## src/rtl/pipeline_pkg.sv

```systemverilog
// pipeline_pkg: shared encodings for the memory arbiter of the 5-stage pipeline.
package pipeline_pkg;

    // Arbiter FSM states, 3-bit encoding visible on the debug port.
    typedef enum logic [2:0] {
        ST_IDLE    = 3'd0,
        ST_ISSUE_D = 3'd1,
        ST_ISSUE_I = 3'd2,
        ST_WAIT_D  = 3'd3,
        ST_WAIT_I  = 3'd4
    } state_t;

    // Port identifiers used for the round-robin last-grant bit.
    localparam logic PORT_IF = 1'b0;
    localparam logic PORT_D  = 1'b1;

    // Default number of cycles a bus transaction may stay outstanding.
    localparam int MAX_WAIT_DEFAULT = 255;

endpackage

```

## src/rtl/mem_arbiter_bus_watchdog.sv

```systemverilog
// bus_watchdog: saturating cycle counter that flags an outstanding bus
// transaction once it has been pending for MAX_WAIT cycles.
import pipeline_pkg::*;

module bus_watchdog #(
    parameter int MAX_WAIT = MAX_WAIT_DEFAULT
) (
    input  logic clk_i,
    input  logic rst_n_i,
    input  logic clear_i,
    input  logic enable_i,
    output logic expired_o
);

    localparam int CNT_W = $clog2(MAX_WAIT + 1);
    localparam logic [CNT_W-1:0] LIMIT = CNT_W'(MAX_WAIT);

    logic [CNT_W-1:0] cnt_q, cnt_d;

    // Next count: clear wins, otherwise count up and hold at the limit.
    always_comb begin
        cnt_d = cnt_q;
        if (clear_i) begin
            cnt_d = '0;
        end else if (enable_i && (cnt_q != LIMIT)) begin
            cnt_d = cnt_q + CNT_W'(1);
        end
    end

    // Counter register with synchronous active-low reset.
    always_ff @(posedge clk_i) begin
        if (!rst_n_i) begin
            cnt_q <= '0;
        end else begin
            cnt_q <= cnt_d;
        end
    end

    assign expired_o = (cnt_q == LIMIT);

endmodule

```

## src/rtl/mem_arbiter.sv

```systemverilog
// mem_arbiter: shares one single-port memory bus between the instruction
// fetch port and the data port, one transaction in flight, alternating grant
// under contention, with fetch kill on redirect and a bus timeout.
//
// Bus handshake: mem_req and its fields are registered and held stable until
// a cycle in which mem_gnt is high (transfer accepted on mem_req & mem_gnt);
// mem_rvalid is then a single-cycle response strobe (read data or write ack)
// for that accepted request, with no back-pressure from the arbiter.
import pipeline_pkg::*;

module mem_arbiter #(
    parameter int ADDR_W   = 32,
    parameter int DATA_W   = 32,
    parameter int MAX_WAIT = MAX_WAIT_DEFAULT
) (
    input  logic                clk,
    input  logic                rst_n,
    // instruction fetch port
    input  logic                if_req,
    input  logic [ADDR_W-1:0]   if_addr,
    output logic [DATA_W-1:0]   if_rdata,
    output logic                if_done,
    output logic                if_stall,
    input  logic                flush,
    // data port
    input  logic                d_req,
    input  logic                d_we,
    input  logic [DATA_W/8-1:0] d_be,
    input  logic [ADDR_W-1:0]   d_addr,
    input  logic [DATA_W-1:0]   d_wdata,
    output logic [DATA_W-1:0]   d_rdata,
    output logic                d_done,
    output logic                d_stall,
    // memory bus
    output logic                mem_req,
    output logic                mem_we,
    output logic [DATA_W/8-1:0] mem_be,
    output logic [ADDR_W-1:0]   mem_addr,
    output logic [DATA_W-1:0]   mem_wdata,
    input  logic                mem_gnt,
    input  logic                mem_rvalid,
    input  logic [DATA_W-1:0]   mem_rdata,
    output logic                bus_err,
    // debug
    output state_t              dbg_state_o
);

    state_t                state_q, state_d;
    logic                  last_grant_q, last_grant_d;
    logic                  kill_q, kill_d;
    logic                  mem_req_q, mem_req_d;
    logic                  mem_we_q, mem_we_d;
    logic [DATA_W/8-1:0]   mem_be_q, mem_be_d;
    logic [ADDR_W-1:0]     mem_addr_q, mem_addr_d;
    logic [DATA_W-1:0]     mem_wdata_q, mem_wdata_d;
    logic [DATA_W-1:0]     if_rdata_q, if_rdata_d;
    logic [DATA_W-1:0]     d_rdata_q, d_rdata_d;
    logic                  if_done_q, if_done_d;
    logic                  d_done_q, d_done_d;
    logic                  bus_err_q, bus_err_d;

    logic                  wd_clear, wd_enable, wd_expired;
    logic                  if_pend, d_pend, pick_d, on_d_port, killed;

    // A requester whose done pulse is high this cycle is still holding its
    // old request, so it is not eligible until the following cycle.
    assign if_pend   = if_req & ~if_done_q;
    assign d_pend    = d_req & ~d_done_q;
    assign pick_d    = d_pend & (~if_pend | (last_grant_q == PORT_IF));
    assign on_d_port = (state_q == ST_ISSUE_D) || (state_q == ST_WAIT_D);
    assign killed    = kill_q | flush;

    bus_watchdog #(
        .MAX_WAIT (MAX_WAIT)
    ) u_watchdog (
        .clk_i     (clk),
        .rst_n_i   (rst_n),
        .clear_i   (wd_clear),
        .enable_i  (wd_enable),
        .expired_o (wd_expired)
    );

    // Next-state, bus request fields and completion outputs.
    always_comb begin
        state_d      = state_q;
        last_grant_d = last_grant_q;
        kill_d       = kill_q;
        mem_req_d    = mem_req_q;
        mem_we_d     = mem_we_q;
        mem_be_d     = mem_be_q;
        mem_addr_d   = mem_addr_q;
        mem_wdata_d  = mem_wdata_q;
        if_rdata_d   = if_rdata_q;
        d_rdata_d    = d_rdata_q;
        if_done_d    = 1'b0;
        d_done_d     = 1'b0;
        bus_err_d    = bus_err_q;
        wd_clear     = 1'b0;
        wd_enable    = 1'b0;

        case (state_q)
            ST_IDLE: begin
                kill_d   = 1'b0;
                wd_clear = 1'b1;
                if (pick_d) begin
                    state_d     = ST_ISSUE_D;
                    mem_req_d   = 1'b1;
                    mem_we_d    = d_we;
                    mem_be_d    = d_be;
                    mem_addr_d  = d_addr;
                    mem_wdata_d = d_wdata;
                end else if (if_pend) begin
                    state_d     = ST_ISSUE_I;
                    mem_req_d   = 1'b1;
                    mem_we_d    = 1'b0;
                    mem_be_d    = '1;
                    mem_addr_d  = if_addr;
                    mem_wdata_d = '0;
                end
            end
            ST_ISSUE_D, ST_ISSUE_I: begin
                wd_enable = 1'b1;
                if (!on_d_port && flush) kill_d = 1'b1;
                if (mem_gnt) begin
                    mem_req_d    = 1'b0;
                    state_d      = on_d_port ? ST_WAIT_D : ST_WAIT_I;
                    last_grant_d = on_d_port ? PORT_D : PORT_IF;
                end
            end
            ST_WAIT_D, ST_WAIT_I: begin
                wd_enable = 1'b1;
                if (!on_d_port && flush) kill_d = 1'b1;
                if (mem_rvalid) begin
                    state_d = ST_IDLE;
                    if (on_d_port) begin
                        if (!mem_we_q) d_rdata_d = mem_rdata;
                        d_done_d = 1'b1;
                    end else if (!killed) begin
                        if_rdata_d = mem_rdata;
                        if_done_d  = 1'b1;
                    end
                end
            end
            default: state_d = ST_IDLE;
        endcase

        // Timeout overrides whatever the bus did this cycle: the requester
        // gets a zero word and a done pulse, and the error sticks.
        if ((state_q != ST_IDLE) && wd_expired) begin
            state_d      = ST_IDLE;
            mem_req_d    = 1'b0;
            bus_err_d    = 1'b1;
            last_grant_d = last_grant_q;
            if (on_d_port) begin
                d_rdata_d = '0;
                d_done_d  = 1'b1;
            end else if (!killed) begin
                if_rdata_d = '0;
                if_done_d  = 1'b1;
            end
        end
    end

    // State and output registers; reset drops any transaction silently.
    always_ff @(posedge clk) begin
        if (!rst_n) begin
            state_q      <= ST_IDLE;
            last_grant_q <= PORT_IF;
            kill_q       <= 1'b0;
            mem_req_q    <= 1'b0;
            mem_we_q     <= 1'b0;
            mem_be_q     <= '0;
            mem_addr_q   <= '0;
            mem_wdata_q  <= '0;
            if_rdata_q   <= '0;
            d_rdata_q    <= '0;
            if_done_q    <= 1'b0;
            d_done_q     <= 1'b0;
            bus_err_q    <= 1'b0;
        end else begin
            state_q      <= state_d;
            last_grant_q <= last_grant_d;
            kill_q       <= kill_d;
            mem_req_q    <= mem_req_d;
            mem_we_q     <= mem_we_d;
            mem_be_q     <= mem_be_d;
            mem_addr_q   <= mem_addr_d;
            mem_wdata_q  <= mem_wdata_d;
            if_rdata_q   <= if_rdata_d;
            d_rdata_q    <= d_rdata_d;
            if_done_q    <= if_done_d;
            d_done_q     <= d_done_d;
            bus_err_q    <= bus_err_d;
        end
    end

    assign mem_req     = mem_req_q;
    assign mem_we      = mem_we_q;
    assign mem_be      = mem_be_q;
    assign mem_addr    = mem_addr_q;
    assign mem_wdata   = mem_wdata_q;
    assign if_rdata    = if_rdata_q;
    assign if_done     = if_done_q;
    assign d_rdata     = d_rdata_q;
    assign d_done      = d_done_q;
    assign bus_err     = bus_err_q;
    assign if_stall    = if_req & ~if_done_q;
    assign d_stall     = d_req & ~d_done_q;
    assign dbg_state_o = state_q;

endmodule

```

## config.mk

```make
export PLATFORM = sky130hd
export DESIGN_NAME = mem_arbiter
export DESIGN_NICKNAME = d
export VERILOG_FILES = /design/src/rtl/pipeline_pkg.sv /design/src/rtl/mem_arbiter_bus_watchdog.sv /design/src/rtl/mem_arbiter.sv
export SDC_FILE = /design/constraint.sdc
export NUM_CORES = 1
export LEC_CHECK = 0
export BUFFER_PORTS_ARGS = -buffer_cell sky130_fd_sc_hd__buf_2
export CAP_MARGIN = 20
export CORE_MARGIN = 3
export CORE_UTILIZATION = 48
export CTS_BUF_LIST = sky130_fd_sc_hd__clkbuf_4
export DETAILED_ROUTE_END_ITERATION = 6
export HOLD_SLACK_MARGIN = 0.15
export PLACE_DENSITY = 0.83
export SETUP_SLACK_MARGIN = 0.05
export SLEW_MARGIN = 30
export SYNTH_ARGS = -nofsm -noshare
export SYNTH_HDL_FRONTEND = slang
export SYNTH_SLANG_ARGS = --single-unit
export TNS_END_PERCENT = 1
```

## constraint.sdc

```tcl
create_clock -name clk -period 2 [get_ports clk]
set_clock_uncertainty 0.1 [all_clocks]
set_input_delay 0.2 -clock clk [delete_from_list [all_inputs] [get_ports clk]]
set_output_delay 0.2 -clock clk [all_outputs]
set_load 0.1 [all_outputs]
```

==> summary.txt <==
Power
  – Part of the power in combinational logic: 0.353
  – Worst-case vdd ir drop: ~0.65 mV
  – Overall power: just under 0.008 W
  – Cell internal power dissipation: between 0.004 and 0.005 W
  – Sequential Power Share: 0.417
  – Clock network power share: 0.230
  – Static power due to leakage: a little over 4 nW
  – Power Density: 865 nW/um^2
  – Sw Share: 0.417
  – Switching power total: 0.00332 W

Routing
  – Routed wire length: between 20000 and 25000 um
  – Routed wirelength normalized by instance count: around 17 um
  – Drt initial violations: about 640
  – # DRC: 0
  – Vias after detailed routing: between 6000 and 7000
  – Number of iterations in the first detailed-routing pass: 5
  – Detail Route Antenna Nets: 0
  – Post-detailed-route via-to-cell ratio: around 5.4

Logic synthesis
  – Count of cell types in the netlist: between 40 and 50
  – Post-synthesis instance total: between 600 and 700
  – Most common cell in the synthesized netlist: nand2_1
  – Most used flip-flop cell after synthesis: dfxtp_1
  – Most area-hungry cell type in the Yosys netlist: dfxtp_1
  – Count of state elements after synthesis: 150
  – Commonest cells post-synth: nand2_1 (200), dfxtp_1 (150), a21oi_1 (78)
  – Synth Area per Inst: about 8.5 sq um
  – Portion of synthesized cell area occupied by the leading cell type: 0.513
  – Most area-consuming cells after synthesis: dfxtp_1 (51%), nand2_1 (13%), a21oi_1 (6.7%)
  – Share of synthesized area occupied by flip-flops and latches: 0.513
  – YS warnings: 0
  – Synth Cell Area: ~5900 sq um
  – Number of flops mapped to enable cells by yosys: 0
  – Net count after synthesis: between 800 and 900
  – Async S/R FF share, synth: 0

Setup path
  – Crit path capture: u_watchdog.cnt_q[4]$_SDFFE_PP0P_
  – Delay of the slowest cell on the worst path: slightly above 0.5 ns
  – Depth of the critical timing path with buffers and inverters included: 6
  – Crit path arrival time: 2.30 ns
  – Top fanout value on the critical path: 8
  – Register-to-Register Setup Slack: about 0.10 ns
  – CP endpoint kind: flip-flop
  – Crit path from: u_watchdog.cnt_q[0]$_SDFFE_PP0P_
  – Setup crit start kind: flip-flop
  – Critical path, cell by cell: ha_1 > nand3_1 > nor2_1 > buf_4 > or4_1 > a21oi_1
  – Family of cells with the greatest summed delay on the critical path: simple AND/OR/NAND/NOR gates
  – Reg2Reg Launch Point: u_watchdog.cnt_q[0]$_SDFFE_PP0P_
  – Slowest cell on crit path: or4_1
  – Required @ worst endpoint: approximately 2.4 ns
  – Type of the setup path with the least slack: flip-flop to flip-flop
  – Worst reg-to-reg path cell count: 6
  – R2r endpoint: u_watchdog.cnt_q[4]$_SDFFE_PP0P_
  – CP bufs+invs: 1

Worst hold path
  – Hold Crit Depth: 6
  – Worst min-delay path category: input pin to flip-flop

Finish
  – Area growth from synthesis to layout: 57.1%
  – Area of the multi-input gates: roughly 2700 sq um
  – Fraction of layout instances using a drive strength above 1: 0.376
  – Final cell area excluding filler cells: around 9200 sq um
  – Layout fillers: just over 700
  – Final nets: between 1000 and 1500
  – Storage element area: between 3000 and 4000 sq um

Floorplan
  – Standard cell core area: 11700 sq um
  – Die area: 13600 sq um
  – # rows: 39
  – Die X: roughly 120 um
  – Boundary pin count: about 280
  – Initial Util: 0.502
  – Y dimension of the die: ~120 um

Global route
  – Number of antenna violations at the first check in global routing: 1
  – Total Routing Usage GR: 0.307
  – Sum of overflow across all layers after global routing: 0
  – Pin count of the biggest net entering global routing: 34
  – Via count of the first global-routing pass: between 6000 and 7000
  – Global-route wire length before repair: 32500 um

Clock network
  – TritonCTS clock tree: yes
  – Longest Clk Path Bufs: 2
  – Clock-pin slew on the worst setup and hold paths: 0.12 ns
  – Number of buffers inserted to repair setup after CTS: 0
  – CTS buffer count: 17
  – Buffer cell driving the clock tree root: clkbuf_4
  – H-tree depth: 4
  – Number of clock sinks: 150
  – Clock network latency to the later pin of the worst-skew pair: approximately 0.57 ns

STA
  – Smallest hold slack: approximately 0.26 ns
  – Hold Violations, Final: 0
  – Time the final worst path needs with I/O delays and setup: approximately 1.9 ns
  – Count of final setup violators: 0
  – Highest achievable clock rate: ~0.53 GHz
  – Final Cycle Share: 0.949
  – RSZ-0062 raised after global routing: yes
  – Slew @ Worst Pin: approximately 0.55 ns
  – Max-slew headroom: 0.639
  – Total negative slack: 0 ns
  – Max Transition Viols Final: 0

Placed design
  – Total of buffers placed on input and output ports: 281
  – Routability congestion estimate: between 0.8 and 0.9
  – Placement-stage cell area: between 7000 and 8000 sq um
  – Post-detailed-placement half-perimeter wirelength: between 10000 and 15000 um

Status
  – Status: completed

Flow run
  – Number of maximum-capacitance constraint violations: 0
## how the worst min path moves through the flow
stage	startpoint	endpoint	slack [ns]
2_1_floorplan	d_wdata[10]	mem_wdata[10]$_SDFFE_PN0P_	0.23
3_3_place_gp	d_wdata[15]	mem_wdata[15]$_SDFFE_PN0P_	0.33
3_5_place_dp	d_wdata[3]	mem_wdata[3]$_SDFFE_PN0P_	0.34
4_1_cts	if_req	dbg_state_o[0]$_SDFFE_PP0P_	0.23
5_1_grt	d_wdata[12]	mem_wdata[12]$_SDFFE_PN0P_	0.28
6_report	if_req	dbg_state_o[0]$_SDFFE_PP0P_	0.26
## cell usage in the layout (no fill, tap or decap), types with 4 or more instances in the layout
cell type and instances:
a21oi_1 77, dlygate4sd3_1 138, nand3_1 5, buf_4 15
dfxtp_2 4, nor2_2 30, or4_1 4, clkbuf_4 18
o21ai_0 37, nor2_1 10, o31ai_1 4, dfxtp_1 145
buf_12 8, buf_2 279, nand2_1 200, a22oi_2 30
nor3_1 5, a31oi_1 34, o221a_4 4, nand4_1 4
## tightest hold or removal path: cells and delay by family
kind	cells	cell delay, ns
buffers and inverters	2	0.28
AO/OA/AOI/OAI	2	0.23
AND/OR/NAND/NOR	2	0.19
## flip-flops by register name (all words and copies together), names as in the netlist, 3 cells and up
signal	count
if_rdata	32
d_rdata	32
mem_addr	32
mem_be	4
u_watchdog.cnt_q	8
mem_wdata	32
dbg_state_o	3
## repair_timing
action | in CTS | in global routing
gates resized for setup | 1 | 3
gates cloned | 0 | 0
hold endpoints to repair | 150 | 0
hold buffers | 138 | 0
endpoints found under the setup margin | 1 | 73
## layer usage
metal  wire [um]  share of wire  global-route usage  vias to the layer above
met5           0              0                   0                        -
met2       10500           0.50               0.533                      346
met3        1690          0.081              0.0896                       79
li1            -              -                   -                     3183
met1        7810           0.37               0.339                     3115
met4         894          0.043               0.162                        0
## power groups by stage
stage | clock network (W) | logic [W] | registers [W]
floorplan | 0 | 0.000669 | 0.00470
global placement | 0 | 0.00252 | 0.00336
detailed placement | 0 | 0.00254 | 0.00337
CTS | 0.00186 | 0.00275 | 0.00330
global route | 0.00199 | 0.00293 | 0.00334
finish | 0.00183 | 0.00281 | 0.00332
## layout make-up
type	count	share of cell area
flip-flops and latches	150	0.327
clock inverters	13	0.0143
well taps	143	0.0195
repair buffers	440	0.332
clock buffers	18	0.0147
inverters	5	0.00245
multi-input cells	479	0.289
diodes	2	0.000544
## metrics by stage
step | worst slack (ns) | std cells | util
after floorplan | -0.245 | 688 | -
after global placement | 0.199 | 1079 | 0.646
after detailed placement | 0.152 | 1079 | 0.646
after CTS | 0.0952 | 1248 | 0.787
after global routing | -0.0403 | 1249 | 0.788
final | 0.103 | 1250 | 0.789
## kinds of logic (layout without fill, tap and decap cells)
| family | after synthesis | count (layout) | share of synthesized area |
|---|---|---|---|
| multiplexers | 1 | 1 | 0.00192 |
| AO/OA/AOI/OAI | 201 | 201 | 0.230 |
| XOR/XNOR | 1 | 1 | 0.00150 |
| AND/OR/NAND/NOR | 275 | 275 | 0.205 |
| other | 0 | 2 | 0 |
| flip-flops | 150 | 150 | 0.513 |
| adder cells (fa/ha/maj) | 1 | 1 | 0.00214 |
| buffers and inverters | 59 | 476 | 0.0462 |
Note: power is estimated with default switching activity, not from simulation.
